===== config.mk =====
export PLATFORM = sky130hd
export DESIGN_NAME = clb_ccff_loader
export DESIGN_NICKNAME = d
export VERILOG_FILES = /design/src/rtl/clb_cfg_pkg.sv /design/src/rtl/clb_ccff_loader.sv
export SDC_FILE = /design/constraint.sdc
export NUM_CORES = 1
export LEC_CHECK = 0
export CORE_MARGIN = 2
export CORE_UTILIZATION = 50
export CTS_CLUSTER_DIAMETER = 60
export DETAILED_ROUTE_END_ITERATION = 7
export GPL_TIMING_DRIVEN = 0
export PLACE_DENSITY_LB_ADDON = 0.2
export SLEW_MARGIN = 20
export SYNTH_ARGS = -nofsm -noshare
export SYNTH_HDL_FRONTEND = slang
export SYNTH_SLANG_ARGS = --single-unit

===== constraint.sdc =====
create_clock -name prog_clk -period 1.7 [get_ports prog_clk]
set_clock_uncertainty 0.05 [all_clocks]
set_input_delay 0.17 -clock prog_clk [delete_from_list [all_inputs] [get_ports prog_clk]]
set_output_delay 0.17 -clock prog_clk [all_outputs]
set_load 0.005 [all_outputs]

===== src/rtl/clb_cfg_pkg.sv =====
// Shared definitions for the CLB configuration-chain loader: FSM state type,
// default word width and the per-tile chain lengths.
package clb_cfg_pkg;

    typedef enum logic [2:0] {
        ST_IDLE  = 3'd0,
        ST_FETCH = 3'd1,
        ST_SHIFT = 3'd2,
        ST_FLUSH = 3'd3,
        ST_DONE  = 3'd4
    } state_t;

    localparam int CFG_WORD_W          = 8;
    localparam int CLB_CHAIN_LEN       = 64;
    localparam int CLB_CHAIN_LEN_SMALL = 20;

endpackage


===== src/rtl/clb_ccff_loader.sv =====
// Word-to-serial loader for one CLB ccff chain: serialises config words onto
// ccff_head while capturing the old chain contents from ccff_tail as readback words.
module clb_ccff_loader
    import clb_cfg_pkg::*;
#(
    parameter  int CHAIN_LEN = CLB_CHAIN_LEN,
    parameter  int WORD_W    = CFG_WORD_W,
    localparam int CNT_W     = $clog2(CHAIN_LEN + 1)
) (
    input  logic              prog_clk,
    input  logic              reset,
    input  logic              start,
    input  logic [WORD_W-1:0] cfg_data,
    input  logic              cfg_valid,
    output logic              cfg_ready,
    output logic              ccff_head,
    output logic              ccff_en,
    input  logic              ccff_tail,
    output logic [WORD_W-1:0] rb_data,
    output logic              rb_valid,
    input  logic              rb_ready,
    output logic              busy,
    output logic              done,
    output logic [CNT_W-1:0]  bit_count
);

    localparam int IDX_W = $clog2(WORD_W);

    state_t            state_reg, state_next;
    logic [WORD_W-1:0] data_reg;
    logic [WORD_W-1:0] rb_reg;
    logic [IDX_W-1:0]  idx_reg;
    logic [IDX_W-1:0]  last_reg, last_next;
    logic [CNT_W-1:0]  bit_count_reg;
    logic [31:0]       remain;
    logic              accept;
    logic              shifting;

    assign accept   = (state_reg == ST_FETCH) && cfg_valid;
    assign shifting = (state_reg == ST_SHIFT);

    // Index of the last bit to shift for this word: a short final word stops early.
    always_comb begin
        remain = 32'(CHAIN_LEN) - 32'(bit_count_reg);
        if (remain < 32'(WORD_W)) begin
            last_next = IDX_W'(remain - 32'd1);
        end else begin
            last_next = IDX_W'(WORD_W - 1);
        end
    end

    always_comb begin
        state_next = state_reg;
        case (state_reg)
            ST_IDLE:  if (start) state_next = ST_FETCH;
            ST_FETCH: if (cfg_valid) state_next = ST_SHIFT;
            ST_SHIFT: if (idx_reg == last_reg) state_next = ST_FLUSH;
            ST_FLUSH: begin
                if (rb_ready) begin
                    state_next = (bit_count_reg == CNT_W'(CHAIN_LEN)) ? ST_DONE : ST_FETCH;
                end
            end
            ST_DONE:  state_next = ST_IDLE;
            default:  state_next = ST_IDLE;
        endcase
    end

    always_ff @(posedge prog_clk) begin
        if (reset) begin
            state_reg     <= ST_IDLE;
            data_reg      <= '0;
            idx_reg       <= '0;
            last_reg      <= '0;
            bit_count_reg <= '0;
        end else begin
            state_reg <= state_next;
            if ((state_reg == ST_IDLE) && start) begin
                bit_count_reg <= '0;
            end
            if (accept) begin
                data_reg <= cfg_data;
                idx_reg  <= '0;
                last_reg <= last_next;
            end
            if (shifting) begin
                data_reg      <= data_reg >> 1;
                idx_reg       <= idx_reg + 1'b1;
                bit_count_reg <= bit_count_reg + 1'b1;
            end
        end
    end

    // Each readback bit captures the tail only on its own shift slot, so unused
    // high bits of a short word keep the zero written at accept time.
    for (genvar gi = 0; gi < WORD_W; gi++) begin : g_rb
        always_ff @(posedge prog_clk) begin
            if (reset) begin
                rb_reg[gi] <= 1'b0;
            end else if (accept) begin
                rb_reg[gi] <= 1'b0;
            end else if (shifting && (idx_reg == IDX_W'(gi))) begin
                rb_reg[gi] <= ccff_tail;
            end
        end
    end

    // Chain enable comes purely from the state register to keep the ICG enable glitch-free.
    assign ccff_en   = (state_reg == ST_SHIFT);
    assign ccff_head = data_reg[0];
    assign cfg_ready = (state_reg == ST_FETCH);
    assign rb_valid  = (state_reg == ST_FLUSH);
    assign rb_data   = rb_reg;
    assign busy      = (state_reg != ST_IDLE);
    assign done      = (state_reg == ST_DONE);
    assign bit_count = bit_count_reg;

endmodule


==> Yosys cells after proc, flatten, opt, wreduce, memory -nomap -nowiden <==
Cells that the tools add are included.
{ "classes": {"reduce_logical": 18, "add_sub_neg": 4, "order_cmp": 1, "n_mux": 13, "eq_ne": 17} }
{ "op_table": {"columns": ["op", "n"], "rows": [
  ["32-bit by 4-bit less-than comparator with 1-bit output (second input constant)", 1],
  ["7-bit two-way mux", 4],
  ["3-bit two-way mux", 8],
  ["3-bit equality test (second input constant)", 5],
  ["3-bit by 2-bit equality test with 1-bit output (second input constant)", 4],
  ["3-bit case mux with 4 select lines", 1],
  ["1-bit logical AND", 10],
  ["7-bit by 7-bit subtractor with 8-bit output (first input constant)", 1],
  ["7-bit by 1-bit adder with 7-bit output (second input constant)", 1],
  ["7-bit equality test (second input constant)", 1],
  ["3-bit by 1-bit equality test with 1-bit output (second input constant)", 2],
  ["3-bit zero test", 2],
  ["2-bit by 1-bit inequality test with 1-bit output (second input constant)", 2],
  ["2-bit inequality test (second input constant)", 2],
  ["4-bit AND reduction", 1],
  ["2-bit nonzero test", 2],
  ["2-bit OR reduction", 2],
  ["3-bit by 1-bit adder with 3-bit output (second input constant)", 1],
  ["3-bit equality test", 1],
  ["3-bit nonzero test", 1],
  ["3-bit by 2-bit subtractor with 3-bit output (second input constant)", 1]
]} }
{ "totals": {"ff_bits": 32, "output_inout_bits": 21, "wordCells": 67} }

==> Logic depth before layout (Yosys ltp) <==
Gate-level depths: netlist (run 1).
{ "logic_depth": {"ltp_word": 4, "mapped_depth": 7, "ltp_nobuf": 6} }

==> Worst setup path before layout (run 1) <==
No wires, ideal clock.
{ "synth_timing": {"path_kind": "register to register", "startpoint": "register bit_count_reg[0], in the netlist bit_count[0]", "endpoint": "register state_reg[0]", "n_path_buf": 0, "stages_incl_launch_ff": 7, "setup_time_ns": 0.130, "setup_slack_ns": 0.122, "arrival_ns": 1.399, "path_cell_list": "dfxtp_1 > inv_1 > ha_1 > or3b_1 > nor4_1 > o21a_1 > a2111oi_0"} }
{ "synth_via": {"elab_chain_len": 4} }
{ "synth_lines": {"columns": ["element", "line_no", "source"], "rows": [
  ["from (decl)", "clb_ccff_loader.sv:34", "logic [CNT_W-1:0] bit_count_reg;"],
  ["from (signal assigned)", "clb_ccff_loader.sv:88", "bit_count_reg <= bit_count_reg + 1'b1;"],
  ["7-bit equality test", "clb_ccff_loader.sv:60", "state_next = (bit_count_reg == CNT_W'(CHAIN_LEN)) ? ST_DONE : ST_FETCH;"],
  ["3-bit two-way mux", "clb_ccff_loader.sv:60", null],
  ["3-bit two-way mux", "clb_ccff_loader.sv:59", "if (rb_ready) begin"],
  ["3-bit case mux with 4 select lines", "clb_ccff_loader.sv:54", "case (state_reg)"],
  ["to (signal assigned)", "clb_ccff_loader.sv:76", "state_reg <= state_next;"],
  ["to (decl)", "clb_ccff_loader.sv:29", "state_t state_reg, state_next;"]
]} }
No other way between the ends. The select of a mux whose other input is x is not followed.
A chain may end at the register's enable or synchronous reset.

==> Final worst setup path (run 1) <==
{ "layout_timing": {"startpoint": "register state_reg[2]", "endpoint": "output ccff_en"} }
{ "layout_via": {"elab_chain_len": 1} }
{ "layout_lines": {"columns": ["element", "line_no", "source"], "rows": [
  ["3-bit by 2-bit equality test with 1-bit output", "clb_ccff_loader.sv:108", "assign ccff_en = (state_reg == ST_SHIFT);"],
  ["to (decl)", "clb_ccff_loader.sv:17", "output logic ccff_en,"]
]} }
No other way between the ends.

==> metrics.csv, run 1 <==
stage;metric;value;unit
setup_path;worstSetupEndpointType;output pin;
setup_path;startpoint_type;flop;
sta;fin_crit;1.76;ns
sta;setup_tns;-0.0643;ns
placed_design;place.gp.congestion;0.797;
power_and_ir_drop;clock_power_share;34.7;%
synth;ys_types;41;
sta;grt_setup_unrepaired;true;
floorplanning;fp-row-count;20;
detailed_routing;drtIter0Drc;49;
setup_path;worstSetupPathType;reg -> out;
placed_design;portBuffers;32;
detailed_routing;drt.antenna.violating_nets;0;
detailed_routing;drt_wl_total;3920;um
clock_tree;cts_sinks;32;
grt;grt_max_degree;11;
clock_tree;tritoncts;yes;
synth;syn-instance-count;198;
clock_tree;htreeDepth;2;
grt;grt_pass1_vias;1308;
finish;drive_gt1_share;19.5;%
setup_path;cp.arrival;1.54;ns
run;cap_violations;0;
finish;diodes;0;
detailed_routing;post-route-drc-count;0;
clock_tree;clock_path_buffers;2;
clock_tree;cts_hold_buf;0;
sta;hold_violations;0;
finish;instances_no_fill;290;
sta;finalSetupViolCount;1;
synth;synth_area;1660;sq um
clock_tree;clk_pin_slew_worst_paths;0.11;ns
finish;fillers;249;
clock_tree;insertion_delay;0.33;ns
hold_path;holdCritStartpoint;ccff_tail;
detailed_routing;dr_total_vias;1538;
finish;fin_nets;267;
sta;slew_viol_final;0;
clock_tree;numCtsBuffers;5;
grt;antenna_found_initial;0;
run_status;status;finished with violations;
floorplanning;die_area;3790;sq um
power_and_ir_drop;ir_drop;0.000490;V
power_and_ir_drop;report.power.total;1.69;mW
sta;timing.fmax;567;MHz
sta;tightestPinTransition;0.530;ns
hold_path;holdCritPathClass;in -> reg;
finish;seqCellArea;647;sq um
setup_path;crit_chain;buf_6 > or3b_4 > buf_6 > inv_4 > buf_6 > buf_6;
floorplanning;core;3100;sq um
setup_path;slowest_stage;or3b_4;
placed_design;dpl.cell_count;274;
setup_path;cp_max_fo;4;
synth;synth_nets;220;
synth;seq_area_frac_synth;38.7;%
floorplanning;die_x;61.5;um
setup_path;worst_ep_required_time;1.48;ns
sta;slew_headroom;64.6;%
clock_tree;cts_root_buf;clkbuf_4;
placed_design;detailed_place_hpwl;2540;um
power_and_ir_drop;intPower;1.24;mW
power_and_ir_drop;p_per_area;744;nW/um^2
finish;layout_common_cells;nor2_1, dfxtp_1, clkdlybuf4s50_1;
synth;synth_area_per_cell;8.36;sq um
sta;fin_crit_sh;104;%
run_status;violations;setup timing;
detailed_routing;routedWlPerCell;13.5;um
grt;grt_remaining_overflow;0;
detailed_routing;avgViaCountPerCell;5.30;
floorplanning;io_pins;35;
synth;yosysWarningCount;0;
power_and_ir_drop;leakage;0.872;nW
setup_path;cp-startpoint;state_reg[2];
power_and_ir_drop;p_sw;0.444;mW
grt;grt_pass1_wl;5980;um
setup_path;path_common_cell;buf_6;
power_and_ir_drop;swShare;26.3;%
power_and_ir_drop;pwr-share-comb;17.1;%
floorplanning;die-height;61.5;um
finish;area_growth;37.0;%
power_and_ir_drop;pwr-share-seq;48.2;%
setup_path;critPathMaxStageDelay;0.40;ns
grt;gr-usage-all-layers;21.7;%
synth;synth_seq_cells;32;
detailed_routing;drt_pass1_iterations;4;
floorplanning;start_util;53.3;%
sta;whs;0.152;ns
finish;multiInputGateArea;952;sq um
setup_path;r2r_start;state_reg[2];
sta;setup_ws;-0.0643;ns
cell usage after synthesis (all sizes together):
| cell type | count | area, sq um |
|---|---|---|
| dfxtp | 32 | 641 |
| nor2 | 28 | 105 |
| nand2 | 18 | 67.6 |
| a21oi | 11 | 55.1 |
| mux2i | 11 | 110 |
| nand3 | 11 | 55.1 |
| buf | 10 | 67.6 |
| a211oi | 8 | 60.1 |
| ha | 8 | 100 |
| inv | 8 | 30.0 |
| clkbuf | 7 | 26.3 |
| nor3 | 5 | 30.0 |
| a22oi | 3 | 22.5 |
| nand2b | 3 | 18.8 |
| o21ai | 3 | 15.0 |
| or3 | 3 | 18.8 |
| xnor2 | 3 | 26.3 |
| a2111oi | 2 | 17.5 |
| a311oi | 2 | 17.5 |
| nand4 | 2 | 12.5 |
| nor3b | 2 | 15.0 |
| o22ai | 2 | 12.5 |
| or3b | 2 | 20.0 |
| and2 | 1 | 6.26 |
| and3b | 1 | 8.76 |
| and4bb | 1 | 12.5 |
| nand3b | 1 | 7.51 |
| nor2b | 1 | 6.26 |
| nor4 | 1 | 6.26 |
| nor4b | 1 | 8.76 |
| o211ai | 1 | 7.51 |
| o21a | 1 | 7.51 |
| o31a | 1 | 8.76 |
| o31ai | 1 | 7.51 |
| o32ai | 1 | 8.76 |
| or2 | 1 | 6.26 |
| xor2 | 1 | 8.76 |
routing by layer:
| layer | GRT usage [%] | share of wire, % | up-vias |
|---|---|---|---|
| met4 | 7.29 | 1.6 | 0 |
| met2 | 34.0 | 46 | 37 |
| met1 | 29.1 | 48 | 711 |
| li1 | - | - | 783 |
| met3 | 5.88 | 4.2 | 7 |
| met5 | 0 | 0 | - |
stage by stage:
| step | setup slack [ns] | util, % | area, sq um |
|---|---|---|---|
| floorplan | 0.122 | - | 1660 |
| global placement | -0.237 | 65.4 | 2030 |
| detailed placement | -0.232 | 65.4 | 2030 |
| CTS | 0.00757 | 69.5 | 2160 |
| global route | -0.112 | 73.1 | 2270 |
| finish | -0.0643 | 73.1 | 2270 |
power groups by stage:
stage / Sequential, mW / Clock [mW] / Combinational, mW
2_1_floorplan: 0.820 / 0 / 0.159
3_3_place_gp: 0.826 / 0 / 0.245
3_5_place_dp: 0.826 / 0 / 0.247
4_1_cts: 0.811 / 0.597 / 0.261
5_1_grt: 0.819 / 0.623 / 0.315
6_report: 0.813 / 0.585 / 0.288
critical path, delay by kind of cell (launching register included):
kind / cells / cell delay [ns]
buffers and inverters: 5 / 0.46
DFF: 1 / 0.34
and+or+nand+nor: 1 / 0.40
cells by family (layout without fill, tap and decap cells):
kind of cell / Yosys count / count (layout) / share of synthesized area (%)
XOR/XNOR: 4 / 4 / 2.12
adder cells (fa/ha/maj): 8 / 8 / 6.05
buffers and inverters: 25 / 73 / 7.48
AO/OA/AOI/OAI: 36 / 36 / 14.5
flip-flops: 32 / 32 / 38.7
multiplexers: 11 / 11 / 6.65
AND/OR/NAND/NOR: 82 / 82 / 24.5
worst paths after layout:
kind | cells past startpoint | to | slack, ns
max | 6 | ccff_en | -0.06
max reg2reg | 8 | bit_count[2] | 0.04
min | 3 | rb_data[7] | 0.15
min reg2reg | 2 | rb_data[3] | 0.42
timing repair:
action	4_1_cts	5_1_grt
pin swaps	2	4
buffers inserted	3	5
endpoints found under the setup margin	7	19
resized for setup	21	22
area by class of cell:
| type | count | area share (%) |
|---|---|---|
| Clock inverter | 2 | 1.55 |
| Clock buffer | 6 | 1.82 |
| Inverter | 8 | 1.43 |
| Buffer | 17 | 5.46 |
| Timing Repair Buffer | 40 | 16.8 |
| Tap cell | 44 | 2.43 |
| Multi-Input combinational cell | 141 | 42.0 |
| Sequential cell | 32 | 28.5 |
No activity file was read; power rests on OpenSTA's default activity.
==> inputs of run 2 (changes only) <==
--- a/config.mk
+++ b/config.mk
@@ -5,8 +5,10 @@
 export SDC_FILE = /design/constraint.sdc
 export NUM_CORES = 1
 export LEC_CHECK = 0
+export CELL_PAD_IN_SITES_DETAIL_PLACEMENT = 1
+export CELL_PAD_IN_SITES_GLOBAL_PLACEMENT = 1
 export CORE_MARGIN = 2
-export CORE_UTILIZATION = 50
+export CORE_UTILIZATION = 37
 export CTS_CLUSTER_DIAMETER = 60
 export DETAILED_ROUTE_END_ITERATION = 7
 export GPL_TIMING_DRIVEN = 0
==> run 2 against run 1 <==
Effect of this change:
- core utilization decreased by 20 points
- final cell count increased by 2.4%
- the flow still finishes with violations (setup timing)
- via count grew 0.52%
- highest routed layer unchanged
- first-iteration DRC count decreased by 29%
- sequential power about the same
- critical path type is now reg -> reg
- critical path depth is the same
==> metrics.csv, run 2 (synthesis gave the netlist of run 1 again) <==
stage;metric;value;unit;change
setup_path;r2r_start;state_reg[2];;
hold_path;holdCritStartpoint;ccff_tail;;
detailed_routing;drt_wl_total;4260;um;+8.9%
detailed_routing;drt.antenna.violating_nets;0;;unchanged
sta;fin_crit_sh;102;%;-1.9 points
setup_path;cp.arrival;1.90;ns;+0.36 ns
placed_design;place.gp.congestion;0.796;;-0.11%
run_status;violations;setup timing;;
setup_path;rr_worst_depth;6;;-2
power_and_ir_drop;p_per_area;751;nW/um^2;+0.95%
setup_path;worst_ep_required_time;1.87;ns;+0.39 ns
floorplanning;start_util;38.3;%;-15 points
power_and_ir_drop;ir_drop;0.000405;V;-17%
clock_tree;htreeDepth;2;;unchanged
placed_design;dpl.cell_count;282;;+2.9%
setup_path;cp_max_fo;4;;unchanged
setup_path;worstSetupEndpointType;flop;;
power_and_ir_drop;report.power.total;1.71;mW;+1.6%
run;cap_violations;0;;unchanged
clock_tree;insertion_delay;0.28;ns;-0.05 ns
floorplanning;fp-row-count;24;;+20%
finish;drive_gt1_share;20.0;%;+0.49 points
floorplanning;die_area;5020;sq um;+33%
sta;slew_viol_final;0;;unchanged
grt;grt_remaining_overflow;0;;unchanged
sta;fin_crit;1.73;ns;-0.0323 ns
setup_path;worstSetupPathType;reg -> reg;;
power_and_ir_drop;leakage;0.860;nW;-1.4%
placed_design;portBuffers;32;;unchanged
setup_path;reg2reg_to;bit_count[4];;
floorplanning;die-height;70.9;um;+15%
detailed_routing;post-route-drc-count;0;;unchanged
floorplanning;die_x;70.9;um;+15%
sta;hold_violations;0;;unchanged
clock_tree;clk_pin_slew_worst_paths;0.07;ns;-0.04 ns
setup_path;r2r_slack;-0.03;ns;-0.07 ns
placed_design;dp_worst_setup_slack;-0.267;ns;-0.0345 ns
sta;slew_headroom;56.3;%;-8.3 points
detailed_routing;drtIter0Drc;35;;-29%
finish;area_growth;37.8;%;
clock_tree;cts_sinks;32;;unchanged
hold_path;holdCritPathClass;in -> reg;;
clock_tree;numCtsBuffers;5;;unchanged
grt;grt_pass1_vias;1545;;+18%
floorplanning;core;4320;sq um;+39%
run_status;status;finished with violations;;
detailed_routing;avgViaCountPerCell;5.21;;-1.8%
sta;grt_setup_unrepaired;true;;
grt;gr-usage-all-layers;17.8;%;-3.9 points
detailed_routing;dr_total_vias;1546;;+0.52%
detailed_routing;routedWlPerCell;14.4;um;+6.3%
finish;diodes;0;;unchanged
finish;layout_common_cells;nor2_1, dfxtp_1, clkdlybuf4s50_1;;
finish;instances_no_fill;297;;+2.4%
sta;finalSetupViolCount;1;;unchanged
floorplanning;io_pins;35;;unchanged
setup_path;startpoint_type;flop;;
detailed_routing;drt_pass1_iterations;4;;unchanged
placed_design;detailed_place_hpwl;2950;um;+16%
hold_path;min_to;rb_data[3];;
clock_tree;clock_path_buffers;2;;unchanged
grt;antenna_found_initial;0;;unchanged
hold_path;whs_path_depth;3;;unchanged
grt;grt_max_degree;11;;unchanged
clock_tree;cts_root_buf;clkbuf_8;;
finish;fin_nets;266;;-0.37%
sta;tightestPinTransition;0.655;ns;+0.125 ns
grt;grt_pass1_wl;7220;um;+21%
clock_tree;tritoncts;yes;;
sta;timing.fmax;577;MHz;+1.9%
sta;setup_ws;-0.0320;ns;+0.0323 ns
run 2: final cells by class:
type                       instances  area [sq um]
buffer                            17           121
multi-input combinational        141           955
clock inverter                     2          10.0
fill                             526          2040
clock buffer                       6          82.6
timing repair buffer              39           368
sequential                        32           647
inverter                           8          32.5
tap                               52          65.1
run 2: worst max path at each step:
stage / from / end / slack [ns] / depth (start not counted)
2_1_floorplan: bit_count[0] / state_reg[0] / 0.12 / 6
3_3_place_gp: state_reg[2] / ccff_en / -0.25 / 5
3_5_place_dp: state_reg[2] / ccff_en / -0.27 / 5
4_1_cts: state_reg[2] / ccff_en / -0.02 / 5
5_1_grt: state_reg[2] / bit_count[6] / -0.1 / 7
6_report: state_reg[2] / bit_count[4] / -0.03 / 6
run 2: per-stage QoR:
step	area [sq um]	util, %	hold slack [ns]	setup TNS, ns
2_1_floorplan	1660	-	0.315	0
3_3_place_gp	2040	47.2	0.398	-1.14
3_5_place_dp	2040	47.2	0.404	-1.36
4_1_cts	2200	51.0	0.224	-0.0211
5_1_grt	2280	52.7	0.273	-0.473
6_report	2280	52.7	0.214	-0.0320
run 2: worst max-delay path, stage by stage, from the launching register on:
cell and delay, ns:
dfxtp_2 0.33, buf_6 0.12, or3b_4 0.42, buf_6 0.14, buf_4 0.13, or3_1 0.36
a21oi_2 0.12
run 2: layer usage:
layer	vias to the layer above	global-route usage (%)	wire, um
met2	24	29.2	2010
met3	6	3.42	125
met4	0	5.03	51
met1	734	24.0	2080
li1	782	-	-
met5	-	0	0
run 2: timing repair:
action	in CTS	in global routing
buffers inserted	3	4
setup endpoints to repair	11	15
pin swaps	2	5
hold buffers	0	0
gates resized for setup	23	14
run 2: power breakdown:
group	switching [mW]	internal [mW]
registers	0.0279	0.785
clock network	0.280	0.323
logic	0.147	0.150
total	0.454	1.26
